===== src/rtl/acc_core_pkg.sv =====
// rtl/acc_core_pkg.sv - opcodes, FSM states and default widths for acc_core
package acc_core_pkg;

  localparam int DATA_W_DEF = 8;
  localparam int IMM_W_DEF  = 4;
  localparam int PC_W_DEF   = 4;

  typedef enum logic [3:0] {
    OP_NOP  = 4'h0,
    OP_ADD  = 4'h1,
    OP_SUB  = 4'h2,
    OP_NOR  = 4'h3,
    OP_SHL  = 4'h4,
    OP_SHR  = 4'h5,
    OP_LDI  = 4'h6,
    OP_LDR  = 4'h7,
    OP_STR  = 4'h8,
    OP_JMP  = 4'h9,
    OP_JMPR = 4'hA,
    OP_BRZ  = 4'hB,
    OP_BRN  = 4'hC,
    OP_BRC  = 4'hD,
    OP_RSV  = 4'hE,
    OP_HLT  = 4'hF
  } opcode_e;

  typedef enum logic [1:0] {
    ST_FETCH = 2'd0,
    ST_EXEC  = 2'd1,
    ST_HALT  = 2'd2
  } state_e;

endpackage


===== src/rtl/acc_regfile.sv =====
// rtl/acc_regfile.sv - 2^ADDR_W x DATA_W register file, async read, sync write
module acc_regfile
  import acc_core_pkg::*;
#(
  parameter int DATA_W = DATA_W_DEF,
  parameter int ADDR_W = IMM_W_DEF
) (
  input  logic              clk,
  input  logic              reset,
  input  logic              we,
  input  logic [ADDR_W-1:0] waddr,
  input  logic [DATA_W-1:0] wdata,
  input  logic [ADDR_W-1:0] raddr,
  output logic [DATA_W-1:0] rdata
);

  localparam int DEPTH = 1 << ADDR_W;

  logic [DATA_W-1:0] mem_q [DEPTH];
  logic [DATA_W-1:0] mem_d [DEPTH];

  always_comb begin
    mem_d = mem_q;
    if (we) mem_d[waddr] = wdata;
  end

  always_ff @(posedge clk) begin
    if (reset) begin
      for (int i = 0; i < DEPTH; i++) mem_q[i] <= '0;
    end else begin
      mem_q <= mem_d;
    end
  end

  assign rdata = mem_q[raddr];

endmodule


===== src/rtl/acc_core.sv =====
// rtl/acc_core.sv - accumulator core: fetch/exec/halt FSM, ALU, flags, PC
// Opcode D branches on carry only when ACC_CORE_BRC_EN is defined.
module acc_core
  import acc_core_pkg::*;
#(
  parameter int DATA_W = DATA_W_DEF,
  parameter int IMM_W  = IMM_W_DEF,
  parameter int PC_W   = PC_W_DEF
) (
  input  logic              clk,
  input  logic              reset,
  output logic              imem_req,
  output logic [PC_W-1:0]   imem_addr,
  input  logic              imem_ack,
  input  logic [IMM_W+3:0]  imem_data,
  output logic [PC_W-1:0]   pc,
  output logic [DATA_W-1:0] acc,
  output logic              flag_z,
  output logic              flag_n,
  output logic              flag_c,
  output logic              halt
);

  state_e            state_q, state_d;
  logic [PC_W-1:0]   pc_q, pc_d;
  logic [IMM_W+3:0]  ir_q, ir_d;
  logic [DATA_W-1:0] acc_q, acc_d;
  logic              z_q, z_d, n_q, n_d, c_q, c_d;

  opcode_e           op;
  logic [IMM_W-1:0]  imm;
  logic [PC_W-1:0]   imm_pc;
  logic [DATA_W-1:0] rf_rdata;
  logic              rf_we;
  logic              upd_zn;
  logic [DATA_W:0]   sum;
  logic [DATA_W-1:0] alu_res;
  logic              alu_c;

  assign op     = opcode_e'(ir_q[IMM_W+3:IMM_W]);
  assign imm    = ir_q[IMM_W-1:0];
  assign imm_pc = PC_W'(imm);

  acc_regfile #(.DATA_W(DATA_W), .ADDR_W(IMM_W)) u_regfile (
    .clk   (clk),
    .reset (reset),
    .we    (rf_we),
    .waddr (imm),
    .wdata (acc_q),
    .raddr (imm),
    .rdata (rf_rdata)
  );

  // SUB carry is the adder carry of ACC + ~R + 1, so 1 means no borrow
  always_comb begin
    sum     = '0;
    alu_res = acc_q;
    alu_c   = 1'b0;
    case (op)
      OP_ADD: begin
        sum     = {1'b0, acc_q} + {1'b0, rf_rdata};
        alu_res = sum[DATA_W-1:0];
        alu_c   = sum[DATA_W];
      end
      OP_SUB: begin
        sum     = {1'b0, acc_q} + {1'b0, ~rf_rdata} + (DATA_W+1)'(1);
        alu_res = sum[DATA_W-1:0];
        alu_c   = sum[DATA_W];
      end
      OP_NOR: alu_res = ~(acc_q | rf_rdata);
      OP_SHL: begin
        alu_res = {acc_q[DATA_W-2:0], 1'b0};
        alu_c   = acc_q[DATA_W-1];
      end
      OP_SHR: begin
        alu_res = {1'b0, acc_q[DATA_W-1:1]};
        alu_c   = acc_q[0];
      end
      default: ;
    endcase
  end

  always_comb begin
    state_d = state_q;
    pc_d    = pc_q;
    ir_d    = ir_q;
    acc_d   = acc_q;
    z_d     = z_q;
    n_d     = n_q;
    c_d     = c_q;
    rf_we   = 1'b0;
    upd_zn  = 1'b0;
    case (state_q)
      ST_FETCH: begin
        if (imem_ack) begin
          ir_d    = imem_data;
          pc_d    = pc_q + PC_W'(1);
          state_d = ST_EXEC;
        end
      end
      ST_EXEC: begin
        state_d = ST_FETCH;
        // pc_q already points past this instruction; branches overwrite it
        case (op)
          OP_ADD, OP_SUB, OP_NOR, OP_SHL, OP_SHR: begin
            acc_d  = alu_res;
            c_d    = alu_c;
            upd_zn = 1'b1;
          end
          OP_LDI: begin
            acc_d  = DATA_W'(imm);
            upd_zn = 1'b1;
          end
          OP_LDR: begin
            acc_d  = rf_rdata;
            upd_zn = 1'b1;
          end
          OP_STR:  rf_we = 1'b1;
          OP_JMP:  pc_d = imm_pc;
          OP_JMPR: pc_d = PC_W'(rf_rdata);
          OP_BRZ:  if (z_q) pc_d = imm_pc;
          OP_BRN:  if (n_q) pc_d = imm_pc;
`ifdef ACC_CORE_BRC_EN
          OP_BRC:  if (c_q) pc_d = imm_pc;
`endif
          OP_HLT:  state_d = ST_HALT;
          default: ;
        endcase
        if (upd_zn) begin
          z_d = (acc_d == '0);
          n_d = acc_d[DATA_W-1];
        end
      end
      ST_HALT: ;
      default: state_d = ST_FETCH;
    endcase
  end

  always_ff @(posedge clk) begin
    if (reset) begin
      state_q <= ST_FETCH;
      pc_q    <= '0;
      ir_q    <= '0;
      acc_q   <= '0;
      z_q     <= 1'b0;
      n_q     <= 1'b0;
      c_q     <= 1'b0;
    end else begin
      state_q <= state_d;
      pc_q    <= pc_d;
      ir_q    <= ir_d;
      acc_q   <= acc_d;
      z_q     <= z_d;
      n_q     <= n_d;
      c_q     <= c_d;
    end
  end

  assign imem_req  = (state_q == ST_FETCH) && !reset;
  assign halt      = (state_q == ST_HALT) && !reset;
  assign imem_addr = pc_q;
  assign pc        = pc_q;
  assign acc       = acc_q;
  assign flag_z    = z_q;
  assign flag_n    = n_q;
  assign flag_c    = c_q;

endmodule


===== config.mk =====
export PLATFORM = sky130hd
export DESIGN_NAME = acc_core
export DESIGN_NICKNAME = d
export VERILOG_FILES = /design/src/rtl/acc_core_pkg.sv /design/src/rtl/acc_regfile.sv /design/src/rtl/acc_core.sv
export SDC_FILE = /design/constraint.sdc
export NUM_CORES = 1
export LEC_CHECK = 0
export CAP_MARGIN = 40
export CORE_ASPECT_RATIO = 0.5
export CORE_MARGIN = 4
export CORE_UTILIZATION = 45
export DETAILED_ROUTE_END_ITERATION = 16
export PLACE_DENSITY_LB_ADDON = 0.3
export SYNTH_ARGS = -nofsm -noshare
export SYNTH_HDL_FRONTEND = slang
export SYNTH_HIERARCHICAL = 1
export SYNTH_SLANG_ARGS = --single-unit
export TNS_END_PERCENT = 20

===== constraint.sdc =====
create_clock -name clk -period 3.6 [get_ports clk]
set_input_delay 0.9 -clock clk [delete_from_list [all_inputs] [get_ports clk]]
set_output_delay 0.9 -clock clk [all_outputs]
set_load 0.01 [all_outputs]

==> tab_implementation.tex, run 1 <==
\begin{tabular}{lr}
\hline
Metric & Value \\
\hline
\multicolumn{2}{l}{\textbf{Power}} \\
\quad Pwr Total & 4004 uW \\
\quad Power Density & 388.7 nW/um\^{}2 \\
\quad Leak pwr & 0.003483 uW \\
\quad Maximum ir drop on the vdd rail & 0.3547 mV \\
\multicolumn{2}{l}{\textbf{Logic synthesis}} \\
\quad Post-synthesis cell count & 1018 \\
\quad Adder-cell area share of the yosys netlist & 4.079\% \\
\quad Largest family of logic cells by synthesized area & compound AO/OA/AOI/OAI gates \\
\quad Count of synthesis-stage warnings from yosys & 6 \\
\quad Share of cell area taken by muxes after synthesis & 10.62\% \\
\quad Share of synthesized area occupied by flip-flops and latches & 35.41\% \\
\quad Share of synthesized registers carrying an async set or reset & 0\% \\
\quad Number of synthesized flops with an enable pin & 0 \\
\quad Syn Nets & between 1000 and 1500 \\
\quad Synth Area in Compound Gates & 24.04\% \\
\quad Number of distinct standard cells referenced by the synthesized netlist & 75 \\
\quad Dominant register cell in the synthesized netlist & dfxtp\_1 \\
\quad Synthesized area per cell & 8.497 sq um \\
\quad Cell Area, Synth & 8650 sq um \\
\quad Simple-gate area share of the yosys netlist & 17.11\% \\
\quad Synthesized-area fraction occupied by xor and xnor cells & 0.4050\% \\
\quad \#FFs+latches synth & 153 \\
\multicolumn{2}{l}{\textbf{Finish}} \\
\quad Footprint of the multi-input gates & between 5000 and 6000 sq um \\
\quad Most common library cell in the layout ignoring fill and taps & dfxtp\_1 \\
\quad Post-Layout Inst Area & between 10000 and 15000 sq um \\
\quad Antenna diodes & 0 \\
\quad Layout area overhead & 19.11\% \\
\quad Combined flip-flop and latch cell area & 3070 sq um \\
\quad Net count, final & 1093 \\
\quad Most frequent cells in the layout & 151 x dfxtp\_1, 148 x a21oi\_1, 133 x nand3\_1, 117 x o21ai\_0, 96 x buf\_4 \\
\quad Proportion of layout cells with a drive suffix above 1 & 20.51\% \\
\quad Filler Cell Count & 1659 \\
\quad Final cell count without fillers & 1327 \\
\multicolumn{2}{l}{\textbf{STA}} \\
\quad Max-slew violation count & 0 \\
\quad Final hold viol count & 0 \\
\quad Slew at the pin closest to its max-slew limit & 0.9135 ns \\
\quad Sum Neg Setup Slack & 0 ns \\
\quad Slew margin rel. & 39.10\% \\
\quad Count of final setup violators & 0 \\
\quad Unrepaired setup endpoints after global routing & true \\
\quad Clock skew after layout & 0.01218 ns \\
\quad Post-route fraction of the period consumed by the critical path & 99.83\% \\
\quad Max Clk Rate & 278.3 MHz \\
\quad Min Clock Period, post-route & 3.594 ns \\
\multicolumn{2}{l}{\textbf{Floorplan}} \\
\quad Core ar. & roughly 19000 sq um \\
\quad Floorplan die height & about 110 um \\
\quad Total Die Area & 21640 sq um \\
\quad Starting density of the core & 46.47\% \\
\quad IO Count & 32 \\
\quad Num rows & 35 \\
\quad Die width & 204.1 um \\
\multicolumn{2}{l}{\textbf{Clocking}} \\
\quad Largest buffer count on any clock path & 2 \\
\quad Latest clock arrival within the worst-skew pair & 0.44 ns \\
\quad Clock-pin slew of the registers on the worst-case setup and hold paths & around 0.070 ns \\
\quad Total of hold buffers inserted after clock tree synthesis & 0 \\
\quad Number of buffers created by CTS & 17 \\
\quad Number of sinks on the clock net & 153 \\
\quad Buffer type at the clock tree root & clkbuf\_16 \\
\quad Clock tree from TritonCTS & done \\
\quad Maximum level of the CTS H-tree & 4 \\
\multicolumn{2}{l}{\textbf{Worst setup path}} \\
\quad Category of the worst setup path capture point & register \\
\quad Sort of element at the start of the critical path & register \\
\quad CP max stage delay & 0.54 ns \\
\quad Critical Path RT & 3.94 ns \\
\quad Worst Path Arrival & roughly 4 ns \\
\quad Depth of the worst register-to-register path & 13 \\
\quad Worst Path Class, Setup & register to register \\
\quad Cell chain of the critical path & buf\_12 -> mux4\_2 -> a22oi\_2 -> nand2\_2 -> ha\_4 -> fa\_2 -> a211oi\_4 -> nor2\_2 -> a221o\_1 -> a21oi\_2 -> o2bb2ai\_1 -> or4\_1 -> o32ai\_2 \\
\quad Master of the slowest instance on the critical path & or4\_1 \\
\quad Top fanout value on the critical path & 6 \\
\multicolumn{2}{l}{\textbf{Detailed routing}} \\
\quad First-iteration detailed-routing DRC count & 968 \\
\quad Number of detailed-route iterations in the first pass & 5 \\
\quad Drt wl/cell & 20.87 um \\
\quad Number of remaining DRC errors & 0 \\
\quad Vias post-DR & 8394 \\
\quad Average via count per standard cell & 6.326 \\
\quad Final wirelength & between 20000 and 30000 um \\
\quad Antenna violation net count after detailed routing & 0 \\
\multicolumn{2}{l}{\textbf{Flow run}} \\
\quad Number of max-cap violations & 0 \\
\multicolumn{2}{l}{\textbf{Outcome}} \\
\quad Outcome & finished clean \\
\multicolumn{2}{l}{\textbf{Global route}} \\
\quad Antenna violations before repair & 0 \\
\quad Global route overflow & 0 \\
\quad Maximum number of pins on one net before global-route repair & 84 \\
\quad Total global routing track utilization & 25.20\% \\
\quad Wire length of the first global-routing pass & 43990 um \\
\quad Vias in the first global route & slightly above 8000 \\
\multicolumn{2}{l}{\textbf{Worst hold path}} \\
\quad Hold Crit Class & register to register \\
\quad Hold path depth & 2 \\
\multicolumn{2}{l}{\textbf{Placed design}} \\
\quad Count of buffers from port buffering & 31 \\
\quad Placed wire-length estimate after detailed placement & 17940 um \\
\quad Global placement routability congestion & around 0.89 \\
\quad Instance area at placement & 9482 sq um \\
\quad DP Cell Count & between 1000 and 1500 \\
\hline
\end{tabular}
[report_power, final]
part	leakage, uW	internal [uW]	switching, uW
logic	0.00197	195	298
clock network	0.000280	931	855
registers	0.00124	1700	22.3
[cells by family (layout without fill, tap and decap cells)]
logic type	after synthesis	after routing
buffers and inverters	144	194
XOR/XNOR	4	4
AND/OR/NAND/NOR	277	277
multiplexers	49	49
adder cells (fa/ha/maj)	27	27
AO/OA/AOI/OAI	364	364
flip-flops	153	153
[Yosys cell counts (all sizes together), types with 3 or more instances]
cell	n	area, sq um
dfxtp	153	3063
a21oi	150	750.7
o21ai	141	705.7
nand3	133	665.6
clkbuf	68	259.0
buf	52	371.6
nand2	40	150.1
mux4	32	747.0
nor2	27	101.4
ha	25	312.8
inv	24	90.09
a22oi	19	142.6
mux2i	16	160.2
nor3	11	60.06
nand3b	9	67.56
nor2b	9	56.30
a211oi	8	70.06
nand2b	8	50.05
a221oi	6	52.55
nor3b	6	67.57
and3	5	31.28
a21o	4	30.03
and2	4	25.02
and3b	4	35.03
nor4	4	25.02
o21bai	4	33.78
or2	4	27.53
a2111oi	3	45.05
o221ai	3	32.53
o31ai	3	22.52
or3	3	18.77
[through the flow]
stage	worst slack (ns)	hold slack, ns	utilization (%)
2_1_floorplan	0.01291	0.4487	-
5_1_grt	-0.1416	0.4924	55.35
3_5_place_dp	-0.1170	0.4625	50.94
4_1_cts	-0.02155	0.4721	54.24
6_report	0.006137	0.4729	55.35
3_3_place_gp	-0.06760	0.4571	50.68
[area by class of cell]
type                            instances  share of cell area (%)
Clock buffer                           18                   4.166
Clock inverter                         14                   1.506
Inverter                               24                  0.8744
Multi-Input combinational cell        721                   48.74
Sequential cell                       153                   29.80
Tap cell                              259                   3.145
Timing Repair Buffer                  138                   11.77
[per-layer routing]
layer  vias to the layer above  wire [um]  track usage (%)
li1                       3805          -                -
met1                      4081      11510            33.35
met2                       439      12990            41.73
met3                        69       2557            4.968
met4                         0        640            8.313
met5                         -          0                0
[critical path: cells and delay by family, from the launching register on]
kind	cells	cell delay [ns]
compound gates	6	1.17
simple gates	3	0.73
fa+ha+maj	2	0.58
mux	1	0.51
flops	1	0.38
buf+inv	1	0.14
[state kept, by name, summed over array words and instances (netlist names)]
register         cells
u_regfile/mem_q    128
acc                  8
ir_q                 8
imem_addr            4
state_q              2
flag_c               1
flag_n               1
flag_z               1
[path summary, 6_finish.rpt]
kind	start	endpoint	slack (ns)
min	u_regfile/mem_q[20]	u_regfile/mem_q[20]	0.47
max	ir_q[0]	flag_z	0.006
min reg2reg	u_regfile/mem_q[20]	u_regfile/mem_q[20]	0.47
max reg2reg	ir_q[0]	flag_z	0.006
[timing repair]
action                     in CTS  in global routing
setup endpoints to repair       3                  6
gates resized for setup         7                 33
gates cloned                    0                  1
buffers inserted                0                  7
pin swaps                       1                 12
Note: power is estimated with default switching activity, not from simulation.
==> run 2: changes to the inputs <==
--- a/config.mk
+++ b/config.mk
@@ -6,4 +6,5 @@
 export NUM_CORES = 1
 export LEC_CHECK = 0
+export ABC_AREA = 0
 export CAP_MARGIN = 40
 export CORE_ASPECT_RATIO = 0.5
==> constraint.sdc (replaced) <==
create_clock -name clk -period 3.6 [get_ports clk]
set_input_delay 0.9 -clock clk [delete_from_list [all_inputs] [get_ports clk]]
set_output_delay 0.9 -clock clk [all_outputs]
set_load 0.02 [all_outputs]
==> run 2 against run 1 <==
  * The run now ends with negative setup slack left
  * Critical path depth up 4
  * Utilization up 0.92 points
  * Combinational power up 4%
  * Worst hold slack better by 0.0017 ns
==> tab_implementation.tex, run 2 (synthesized netlist as in run 1, its figures left out) <==
\begin{tabular}{lr}
\hline
Metric & Value \\
\hline
\multicolumn{2}{l}{\textbf{Floorplan}} \\
\quad IO Count & 32 \\
\quad Starting density of the core & 46.47\% \\
\quad Core ar. & roughly 19000 sq um \\
\quad Floorplan die height & 106.0 um \\
\quad Num rows & 35 \\
\quad Die width & around 200 um \\
\quad Total Die Area & about 22000 sq um \\
\multicolumn{2}{l}{\textbf{Finish}} \\
\quad Layout area overhead & 21.09\% \\
\quad Filler Cell Count & 1591 \\
\quad Antenna diodes & 0 \\
\quad Register with the highest flop count & u\_regfile/mem\_q \\
\quad Combined flip-flop and latch cell area & 3070 sq um \\
\quad Largest register FFs & around 130 \\
\quad Most common library cell in the layout ignoring fill and taps & dfxtp\_1 \\
\quad Net count, final & 1090 \\
\quad Proportion of layout cells with a drive suffix above 1 & 21.60\% \\
\quad Footprint of the multi-input gates & about 5100 sq um \\
\quad Post-Layout Inst Area & around 10000 sq um \\
\quad Most frequent cells in the layout & 151 x dfxtp\_1, 148 x a21oi\_1, 131 x nand3\_1, 116 x o21ai\_0, 92 x buf\_4 \\
\multicolumn{2}{l}{\textbf{Detailed routing}} \\
\quad Number of detailed-route iterations in the first pass & 6 \\
\quad Average via count per standard cell & 6.375 \\
\quad Vias post-DR & 8441 \\
\quad Number of remaining DRC errors & 0 \\
\quad First-iteration detailed-routing DRC count & 1024 \\
\quad Antenna violation net count after detailed routing & 0 \\
\quad Drt wl/cell & 20.72 um \\
\quad Final wirelength & roughly 27000 um \\
\multicolumn{2}{l}{\textbf{Worst hold path}} \\
\quad Hold Crit Class & register to register \\
\quad Hold path depth & 2 \\
\quad Beginning of the worst hold path & u\_regfile/mem\_q[95] \\
\quad Worst min-delay path endpoint & u\_regfile/mem\_q[95] \\
\multicolumn{2}{l}{\textbf{Clocking}} \\
\quad Buffer type at the clock tree root & clkbuf\_16 \\
\quad Clock tree from TritonCTS & done \\
\quad Number of buffers created by CTS & 17 \\
\quad Maximum level of the CTS H-tree & 4 \\
\quad Latest clock arrival within the worst-skew pair & 0.43 ns \\
\quad Number of sinks on the clock net & 153 \\
\quad Largest buffer count on any clock path & 2 \\
\quad Clock-pin slew of the registers on the worst-case setup and hold paths & 0.07 ns \\
\multicolumn{2}{l}{\textbf{Worst setup path}} \\
\quad Sort of element at the start of the critical path & register \\
\quad Worst reg2reg setup slack & -0.13 ns \\
\quad Worst Path Arrival & 4.07 ns \\
\quad Top fanout value on the critical path & 6 \\
\quad Worst Path Class, Setup & register to register \\
\quad Category of the worst setup path capture point & register \\
\quad Worst reg2reg startpoint & ir\_q[0] \\
\quad Critical Path RT & 3.94 ns \\
\quad Depth of the worst register-to-register path & 17 \\
\quad Reg-to-Reg End & flag\_z \\
\quad Critical path launch point & ir\_q[0] \\
\multicolumn{2}{l}{\textbf{Power}} \\
\quad Leak pwr & 0.003534 uW \\
\quad Maximum ir drop on the vdd rail & slightly above 0.4 mV \\
\quad Pwr Total & 4206 uW \\
\quad Power Density & 401.6 nW/um\^{}2 \\
\multicolumn{2}{l}{\textbf{STA}} \\
\quad Clock skew after layout & 0.01547 ns \\
\quad Min Clock Period, post-route & 3.730 ns \\
\quad Max Clk Rate & 268.1 MHz \\
\quad Slew margin rel. & 38.43\% \\
\quad Final hold viol count & 0 \\
\quad Unrepaired setup endpoints after global routing & true \\
\quad Worst Slack Setup Final & -0.1301 ns \\
\quad Slew at the pin closest to its max-slew limit & between 0.9 and 1 ns \\
\quad Post-route fraction of the period consumed by the critical path & 103.6\% \\
\quad Max-slew violation count & 0 \\
\quad Count of final setup violators & 1 \\
\multicolumn{2}{l}{\textbf{Global route}} \\
\quad Maximum number of pins on one net before global-route repair & 82 \\
\quad Antenna violations before repair & 0 \\
\quad Vias in the first global route & $\sim$8000 \\
\quad Wire length of the first global-routing pass & between 40000 and 50000 um \\
\quad Global route overflow & 0 \\
\quad Total global routing track utilization & 24.63\% \\
\multicolumn{2}{l}{\textbf{Flow run}} \\
\quad Number of max-cap violations & 0 \\
\multicolumn{2}{l}{\textbf{Outcome}} \\
\quad Outcome & finished, violations left \\
\quad Violated checks & negative setup slack \\
\multicolumn{2}{l}{\textbf{Placed design}} \\
\quad Pre-CTS setup slack & -0.1092 ns \\
\quad Count of buffers from port buffering & 31 \\
\quad Placed wire-length estimate after detailed placement & 17160 um \\
\quad Global placement routability congestion & 0.8645 \\
\quad Instance area at placement & 9434 sq um \\
\hline
\end{tabular}
[run 2: cell types whose count changed in the layout (fill, tap and decap cells not counted), moves of 3 or more]
cell / delta
buf_4: -4
ha_1: -3
clkinv_8: -3
bufinv_16: +3
ha_4: +3
buf_8: -3
buf_16: +4
[run 2: per-stage QoR]
step	setup TNS [ns]	std cells	hold slack [ns]	util [%]
6_report	-0.1301	1324	0.4745	56.28
5_1_grt	-0.3997	1324	0.4940	56.28
4_1_cts	-0.03361	1320	0.4737	55.61
3_5_place_dp	-0.1092	1276	0.4647	50.69
3_3_place_gp	-0.03160	1271	0.4577	50.16
2_1_floorplan	0	1018	0.4487	-
[run 2: worst max path at each step]
stage,cells after the start,to,slack [ns]
4_1_cts,14,flag_z,-0.03
2_1_floorplan,14,flag_z,0.01
3_3_place_gp,13,flag_z,-0.03
3_5_place_dp,13,flag_z,-0.11
6_report,17,flag_z,-0.13
5_1_grt,16,flag_z,-0.25
[run 2: area by class of cell]
cell class	instances	area share [%]
Tap cell	259	3.094
Inverter	24	0.8601
Sequential cell	153	29.32
Timing Repair Buffer	135	11.83
Clock buffer	18	4.193
Clock inverter	14	1.923
Multi-Input combinational cell	721	48.79
[run 2: what timing repair did]
| action | 4_1_cts | 5_1_grt |
|---|---|---|
| setup endpoints to repair | 2 | 6 |
| buffers inserted | 11 | 5 |
| hold buffers | 0 | 0 |
| cloned | 1 | 0 |
| pin swaps | 19 | 23 |
| gates resized for setup | 35 | 25 |
[run 2: power breakdown]
part / total [uW] / switching, uW / internal (uW)
clock: 1970 / 825 / 1150
combinational: 511 / 311 / 200
sequential: 1720 / 19.8 / 1700
total: 4210 / 1160 / 3050
[run 2: worst max-delay path, cell delays in order (launching register included)]
cell      delay (ns)
dfxtp_4         0.36
buf_12          0.13
buf_16          0.13
buf_4           0.12
buf_4           0.13
mux4_2          0.29
a22oi_2         0.30
nand2_2         0.12
inv_2           0.09
ha_4            0.18
o21bai_2        0.10
buf_4           0.16
a211oi_1        0.32
nor2_1          0.08
o31ai_1         0.32
a22oi_1         0.12
or4_4           0.57
o32ai_4         0.13
[run 2: routing by layer]
layer	routed length, um	global-route usage (%)	share of wire (%)
met5	0	0	0
met4	563	7.262	2.1
met1	11730	33.65	43
met3	2278	3.657	8.3
met2	12870	40.80	47
